## config.mk

```make
export PLATFORM = sky130hd
export DESIGN_NAME = twiddle_gen
export DESIGN_NICKNAME = d
export VERILOG_FILES = /design/src/rtl/twiddle_pkg.sv /design/src/rtl/twiddle_rom.sv /design/src/rtl/twiddle_gen.sv
export SDC_FILE = /design/constraint.sdc
export NUM_CORES = 1
export LEC_CHECK = 0
export ABC_CLOCK_PERIOD_IN_PS = 1900
export BUFFER_PORTS_ARGS = -buffer_cell sky130_fd_sc_hd__buf_2
export CAP_MARGIN = 20
export CORE_MARGIN = 5
export CORE_UTILIZATION = 41
export CTS_CLUSTER_DIAMETER = 40
export DETAILED_ROUTE_END_ITERATION = 12
export HOLD_SLACK_MARGIN = 0.03
export MAX_ROUTING_LAYER = met4
export SLEW_MARGIN = 20
export SYNTH_ARGS = -nofsm -noshare
export SYNTH_HDL_FRONTEND = slang
export SYNTH_SLANG_ARGS = --single-unit
```

## constraint.sdc

```tcl
create_clock -name clk -period 1.9 [get_ports clk]
set_input_delay 0 -clock clk [delete_from_list [all_inputs] [get_ports clk]]
set_output_delay 0 -clock clk [all_outputs]
set_load 0.01 [all_outputs]
```

## src/rtl/twiddle_pkg.sv

```systemverilog
// rtl/twiddle_pkg.sv - shared state encoding, Q-format limits and exponent helper
package twiddle_pkg;

  typedef enum logic [1:0] {
    IDLE  = 2'd0,
    RUN   = 2'd1,
    DRAIN = 2'd2
  } tw_state_e;

  // Largest / smallest signed Q1.(w-1) codes for a w-bit word.
  function automatic longint q_maxpos(input int w);
    return (longint'(1) <<< (w - 1)) - longint'(1);
  endfunction

  function automatic longint q_maxneg(input int w);
    return -(longint'(1) <<< (w - 1));
  endfunction

  // Twiddle exponent of butterfly k in stage s of a 2^log2n-point DIT FFT.
  function automatic int unsigned exp_of(input int unsigned k, input int unsigned s,
                                         input int unsigned log2n);
    return (k & ((32'd1 << s) - 32'd1)) << (log2n - 32'd1 - s);
  endfunction

endpackage

```

## src/rtl/twiddle_rom.sv

```systemverilog
// rtl/twiddle_rom.sv - N/2-entry synchronous twiddle ROM (cos, -sin), built at elaboration
module twiddle_rom
  import twiddle_pkg::*;
#(
  parameter int WORDSIZE = 16,
  parameter int LOG2N    = 5
) (
  input  logic                clk,
  input  logic                rst_n,
  input  logic                cs,
  input  logic [LOG2N-2:0]    addr,
  output logic [WORDSIZE-1:0] data_r,
  output logic [WORDSIZE-1:0] data_i
);

  localparam int  DEPTH  = 2 ** (LOG2N - 1);
  localparam real TWO_PI = 6.283185307179586476925;

  // Round to nearest, ties away from zero; +1.0 clamps to the largest code.
  function automatic longint to_q(input real v);
    real    x;
    longint r;
    x = v * (2.0 ** (WORDSIZE - 1));
    if (x >= 0.0) r = longint'($rtoi(x + 0.5));
    else          r = -longint'($rtoi(-x + 0.5));
    if (r > q_maxpos(WORDSIZE)) r = q_maxpos(WORDSIZE);
    if (r < q_maxneg(WORDSIZE)) r = q_maxneg(WORDSIZE);
    return r;
  endfunction

  logic [WORDSIZE-1:0] tab_r [DEPTH];
  logic [WORDSIZE-1:0] tab_i [DEPTH];

  for (genvar g = 0; g < DEPTH; g++) begin : g_tab
    localparam real ANG = TWO_PI * $itor(g) / (2.0 ** LOG2N);
    assign tab_r[g] = WORDSIZE'(to_q($cos(ANG)));
    assign tab_i[g] = WORDSIZE'(to_q(-$sin(ANG)));
  end

  always_ff @(posedge clk or negedge rst_n) begin
    if (!rst_n) begin
      data_r <= '0;
      data_i <= '0;
    end else if (cs) begin
      data_r <= tab_r[addr];
      data_i <= tab_i[addr];
    end
  end

endmodule

```

## src/rtl/twiddle_gen.sv

```systemverilog
// rtl/twiddle_gen.sv - radix-2 DIT twiddle sequencer: FSM, exponent, 3-stage stallable pipeline
module twiddle_gen
  import twiddle_pkg::*;
#(
  parameter int WORDSIZE  = 16,
  parameter int LOG2N     = 5,
  parameter int STAGEBITS = 3
) (
  input  logic                 clk,
  input  logic                 rst_n,
  input  logic                 start,
  input  logic [STAGEBITS-1:0] stage_num,
  input  logic                 inverse,
  output logic                 busy,
  output logic                 err,
  output logic [WORDSIZE-1:0]  tw_r,
  output logic [WORDSIZE-1:0]  tw_i,
  output logic                 tw_valid,
  output logic                 tw_last,
  input  logic                 tw_ready
);

  localparam int                  EW       = LOG2N - 1;
  localparam int                  HALF     = 2 ** EW;
  localparam logic [EW-1:0]       K_LAST   = EW'(HALF - 1);
  localparam logic [STAGEBITS:0]  NSTAGE   = (STAGEBITS + 1)'(LOG2N);
  localparam logic [WORDSIZE-1:0] MAXPOS_W = WORDSIZE'(q_maxpos(WORDSIZE));
  localparam logic [WORDSIZE-1:0] MAXNEG_W = WORDSIZE'(q_maxneg(WORDSIZE));

  tw_state_e            state_q, state_d;
  logic [EW-1:0]        k_q, k_d;
  logic [STAGEBITS-1:0] s_q;
  logic                 inv_q;

  logic [EW-1:0]        addr_q, addr_d;
  logic                 a_v, a_last;
  logic                 r_v, r_last;
  logic [WORDSIZE-1:0]  rom_r, rom_i, conj_i;

  logic stall, issue, rom_cs, start_ok, start_bad, accept_last;

  assign busy        = (state_q != IDLE);
  assign stall       = tw_valid & ~tw_ready;
  assign start_ok    = start & (state_q == IDLE) & ({1'b0, stage_num} < NSTAGE);
  assign start_bad   = start & (state_q == IDLE) & ({1'b0, stage_num} >= NSTAGE);
  assign issue       = (state_q == RUN) & ~stall;
  assign rom_cs      = (state_q != IDLE) & ~stall;
  assign accept_last = tw_valid & tw_ready & tw_last;
  assign addr_d      = EW'(exp_of(32'(k_q), 32'(s_q), LOG2N));
  assign conj_i      = (rom_i == MAXNEG_W) ? MAXPOS_W : (WORDSIZE'(0) - rom_i);

  always_comb begin
    state_d = state_q;
    k_d     = k_q;
    case (state_q)
      IDLE: begin
        // k=0 is issued on the start edge itself, so RUN resumes at k=1.
        if (start_ok) begin
          state_d = RUN;
          k_d     = EW'(1);
        end
      end
      RUN: begin
        if (!stall) begin
          k_d = k_q + EW'(1);
          if (k_q == K_LAST) state_d = DRAIN;
        end
      end
      DRAIN: begin
        if (accept_last) state_d = IDLE;
      end
      default: state_d = IDLE;
    endcase
  end

  always_ff @(posedge clk or negedge rst_n) begin
    if (!rst_n) begin
      state_q <= IDLE;
      k_q     <= '0;
      s_q     <= '0;
      inv_q   <= 1'b0;
      err     <= 1'b0;
    end else begin
      state_q <= state_d;
      k_q     <= k_d;
      err     <= start_bad;
      if (start_ok) begin
        s_q   <= stage_num;
        inv_q <= inverse;
      end
    end
  end

  // Address stage: exponent of k=0 is always 0, independent of stage.
  always_ff @(posedge clk or negedge rst_n) begin
    if (!rst_n) begin
      addr_q <= '0;
      a_v    <= 1'b0;
      a_last <= 1'b0;
    end else if (start_ok) begin
      addr_q <= '0;
      a_v    <= 1'b1;
      a_last <= 1'b0;
    end else if (!stall) begin
      addr_q <= addr_d;
      a_v    <= issue;
      a_last <= issue & (k_q == K_LAST);
    end
  end

  twiddle_rom #(
    .WORDSIZE (WORDSIZE),
    .LOG2N    (LOG2N)
  ) u_rom (
    .clk    (clk),
    .rst_n  (rst_n),
    .cs     (rom_cs),
    .addr   (addr_q),
    .data_r (rom_r),
    .data_i (rom_i)
  );

  always_ff @(posedge clk or negedge rst_n) begin
    if (!rst_n) begin
      r_v      <= 1'b0;
      r_last   <= 1'b0;
      tw_valid <= 1'b0;
      tw_last  <= 1'b0;
      tw_r     <= '0;
      tw_i     <= '0;
    end else if (!stall) begin
      r_v      <= a_v;
      r_last   <= a_last;
      tw_valid <= r_v;
      tw_last  <= r_last;
      if (r_v) begin
        tw_r <= rom_r;
        tw_i <= inv_q ? conj_i : rom_i;
      end
    end
  end

endmodule

```

==> impl_metrics.py <==
metrics = {
    "drt": {
        "vias": 3597,
        "drt_iter0_markers": 188,
        "routed_via_density": 5.14,
        "wl_microns": 10300,
        "ant_nets": 0,
        "first_pass_iters": 4,
        "drc": 0,
        "wl_per_cell_microns": 14.8,
    },
    "clock_tree": {
        "clk_pin_slew_ns": 0.09,
        "max-clock-path-buffers": 2,
        "clkLatencyLatePin_ns": 0.36,
        "htreeDepth": 3,
        "root_buffer": "clkbuf_8",
        "cts_tree": "done",
        "numCtsBuffers": 9,
        "clock-sinks": 85,
    },
    "floorplan": {
        "die_x_microns": 115,
        "std_cell_rows": 38,
        "die_h_microns": 115,
        "die_area_sq_um": 13100,
        "core_sq_um": 10800,
        "io_pins": 44,
        "initial_core_util_pct": 41.5,
    },
    "final_layout": {
        "nets": 579,
        "multi_input_area_sq_um": 2260,
        "diodes": 0,
        "final_util_pct": 50.1,
        "syn2layout_area_growth_pct": 20.6,
        "final_cell_mix": "nand2_1, dfrtp_1, buf_2, nor2_1, o21ai_0",
        "seq_area_sq_um": 2130,
        "drive_above_1_share_pct": 21.1,
        "final_common_cell": "nand2_1",
        "fillers": 1025,
        "fin_cells": 700,
    },
    "sta": {
        "finalHoldViolCount": 0,
        "clock_skew_ns": 0.0121,
        "setup_viol": 0,
        "max_slew_margin_pct": 47.8,
        "min_period_over_period_pct": 96.5,
        "finalMaxSlewViolations": 0,
        "fmax_ghz": 0.545,
        "rsz0062_at_grt": "yes",
        "min_period_ns": 1.83,
        "hold_ws_ns": 0.0663,
        "tightest_slew_ns": 0.782,
    },
    "global_route": {
        "grt_usage_pct": 17.1,
        "grt.overflow.total": 0,
        "grt_max_degree": 63,
        "grt_pass1_vias": 3524,
        "grt_pass1_wl_microns": 17300,
        "antenna_found_initial": 0,
    },
    "power_and_ir_drop": {
        "p_int_mw": 2.47,
        "vdd_drop_max_mv": 0.295,
        "combPwrFrac_pct": 2.0,
        "p_seq_share_pct": 57.0,
        "clkPwrFrac_pct": 41.0,
        "p_leak_nw": 2.56,
        "p_switching_mw": 0.697,
        "powerDensity_nw_per_um2": 587,
        "switching_share_pct": 22.0,
    },
    "critical_path": {
        "cp_num_buf_inv": 1,
        "worstPathArrival_ns": 2.06,
        "cpLargestDelayFamily": "simple AND/OR/NAND/NOR gates",
        "worstSetupPathType": "register to register",
        "reg2regPathDepth": 5,
        "cp-end-kind": "register",
        "critPathRequiredTime_ns": 2.13,
        "slowest_stage": "or4_4",
        "crit_fanout": 3,
        "slowest_delay_ns": 0.57,
        "path_cells": "or4_4 > nor4_4 > buf_4 > a41o_1 > o311ai_1",
        "startpoint_type": "register",
        "cp_num_cells": 5,
    },
    "synthesis": {
        "synth_edf_count": 0,
        "netlist_instances": 496,
        "synthFlopType": "dfrtp_1",
        "yosysUniqueCellTypes": 53,
        "syn_area_sq_um": 4480,
        "ys_seq_area_share_pct": 47.4,
        "syn_nets": 520,
        "syn_avg_cell_area_sq_um": 9.04,
        "synth_warnings": 0,
        "synth_seq_cells": 85,
        "async_reset_ff_share_pct": 100,
    },
    "run_status": {
        "outcome": "finished clean",
    },
    "placement": {
        "dp_hpwl_microns": 7490,
        "port_buffers": 43,
        "placedCellCount": 675,
        "gp_congestion": 0.856,
    },
    "flow_run": {
        "maxCapViolCount": 0,
    },
    "hold_path": {
        "hold_path.class": "input pin to asynchronous set/reset pin",
    },
}
## logic make-up after synthesis
logic type | after synthesis | synth area share, %
flip-flops | 85 | 47.4
adder cells (fa/ha/maj) | 16 | 4.47
XOR/XNOR | 17 | 3.32
AND/OR/NAND/NOR | 193 | 19.3
buffers and inverters | 49 | 4.49
AO/OA/AOI/OAI | 122 | 17.5
multiplexers | 14 | 3.52
## Yosys cell counts (all sizes together), types with 2 or more instances
cell    number  share of area [%]
mux2i        9                2.0
clkbuf      23                1.9
inv         15                1.3
a31oi        2               0.28
mux2         4                1.0
a211oi       9                1.5
o41ai        4               0.78
o31ai        7                1.2
nand2      103                8.6
buf         11                1.3
a22oi        3               0.50
xor2        14                2.7
nor3         4               0.45
a21oi       31                3.5
o21ai       39                4.4
ha          16                4.5
nand3       13                1.5
a21o        11                1.8
dfrtp       85                 47
or4          3               0.59
nor2        40                3.3
and3         2               0.28
nand2b      10                1.4
nor2b        6               0.84
a311oi       4               0.78
or3          2               0.28
xnor2        3               0.59
or2          2               0.28
## sequential cells by signal (all words and copies together), names as in the netlist
| name | count |
|---|---|
| a_v | 1 |
| a_last | 1 |
| tw_valid | 1 |
| tw_i | 16 |
| k_q | 4 |
| u_rom.data_r | 16 |
| inv_q | 1 |
| tw_last | 1 |
| err | 1 |
| addr_q | 4 |
| u_rom.data_i | 16 |
| tw_r | 16 |
| state_q | 2 |
| s_q | 3 |
| r_last | 1 |
| r_v | 1 |
## area by class of cell
class / instances / area share [%]
inverters: 15 / 1.04
clock buffers: 11 / 2.62
clock inverters: 5 / 1.11
well taps: 140 / 3.24
repair buffers: 82 / 10.7
multi-input cells: 362 / 41.9
flip-flops and latches: 85 / 39.4
## metal layers
layer	part of all wire (%)	global-route usage, %	up-vias
met2	47	26.5	52
met1	47	22.3	1706
met5	0	-	-
met3	3.0	2.38	18
met4	2.7	7.52	0
li1	-	-	1821
## power groups by stage
stage | registers [mW] | clock network, mW | logic [mW]
2_1_floorplan | 1.84 | 0 | 0.00149
3_3_place_gp | 1.84 | 0 | 0.0547
3_5_place_dp | 1.84 | 0 | 0.0558
4_1_cts | 1.81 | 1.35 | 0.0670
5_1_grt | 1.81 | 1.43 | 0.0756
6_report | 1.81 | 1.30 | 0.0633
## what timing repair did
item,in CTS,in global routing
hold endpoints to repair,91,0
setup buffers,1,0
gates resized for setup,1,18
endpoints found under the setup margin,15,19
pin swaps,2,5
hold buffers,8,0
## per-stage QoR
stage	power, mW	instance area [sq um]	setup TNS (ns)	worst slack, ns
4_1_cts	3.22	5310	0	0.00853
6_report	3.17	5410	0	0.0657
3_3_place_gp	1.90	5000	0	0.00812
3_5_place_dp	1.90	5000	-0.266	-0.0468
2_1_floorplan	1.85	4490	0	0.0385
5_1_grt	3.32	5410	-0.0474	-0.0341
## worst paths after layout
path	startpoint	slack [ns]	endpoint
min reg2reg	a_v	0.46	r_v
max in group asynchronous	rst_n	1.21	u_rom.data_i[9]
min	rst_n	0.07	tw_i[0]
max	u_rom.data_i[10]	0.07	tw_i[15]
max reg2reg	u_rom.data_i[10]	0.07	tw_i[15]
min in group clk	inverse	0.37	inv_q
No activity file was read; power rests on OpenSTA's default activity.
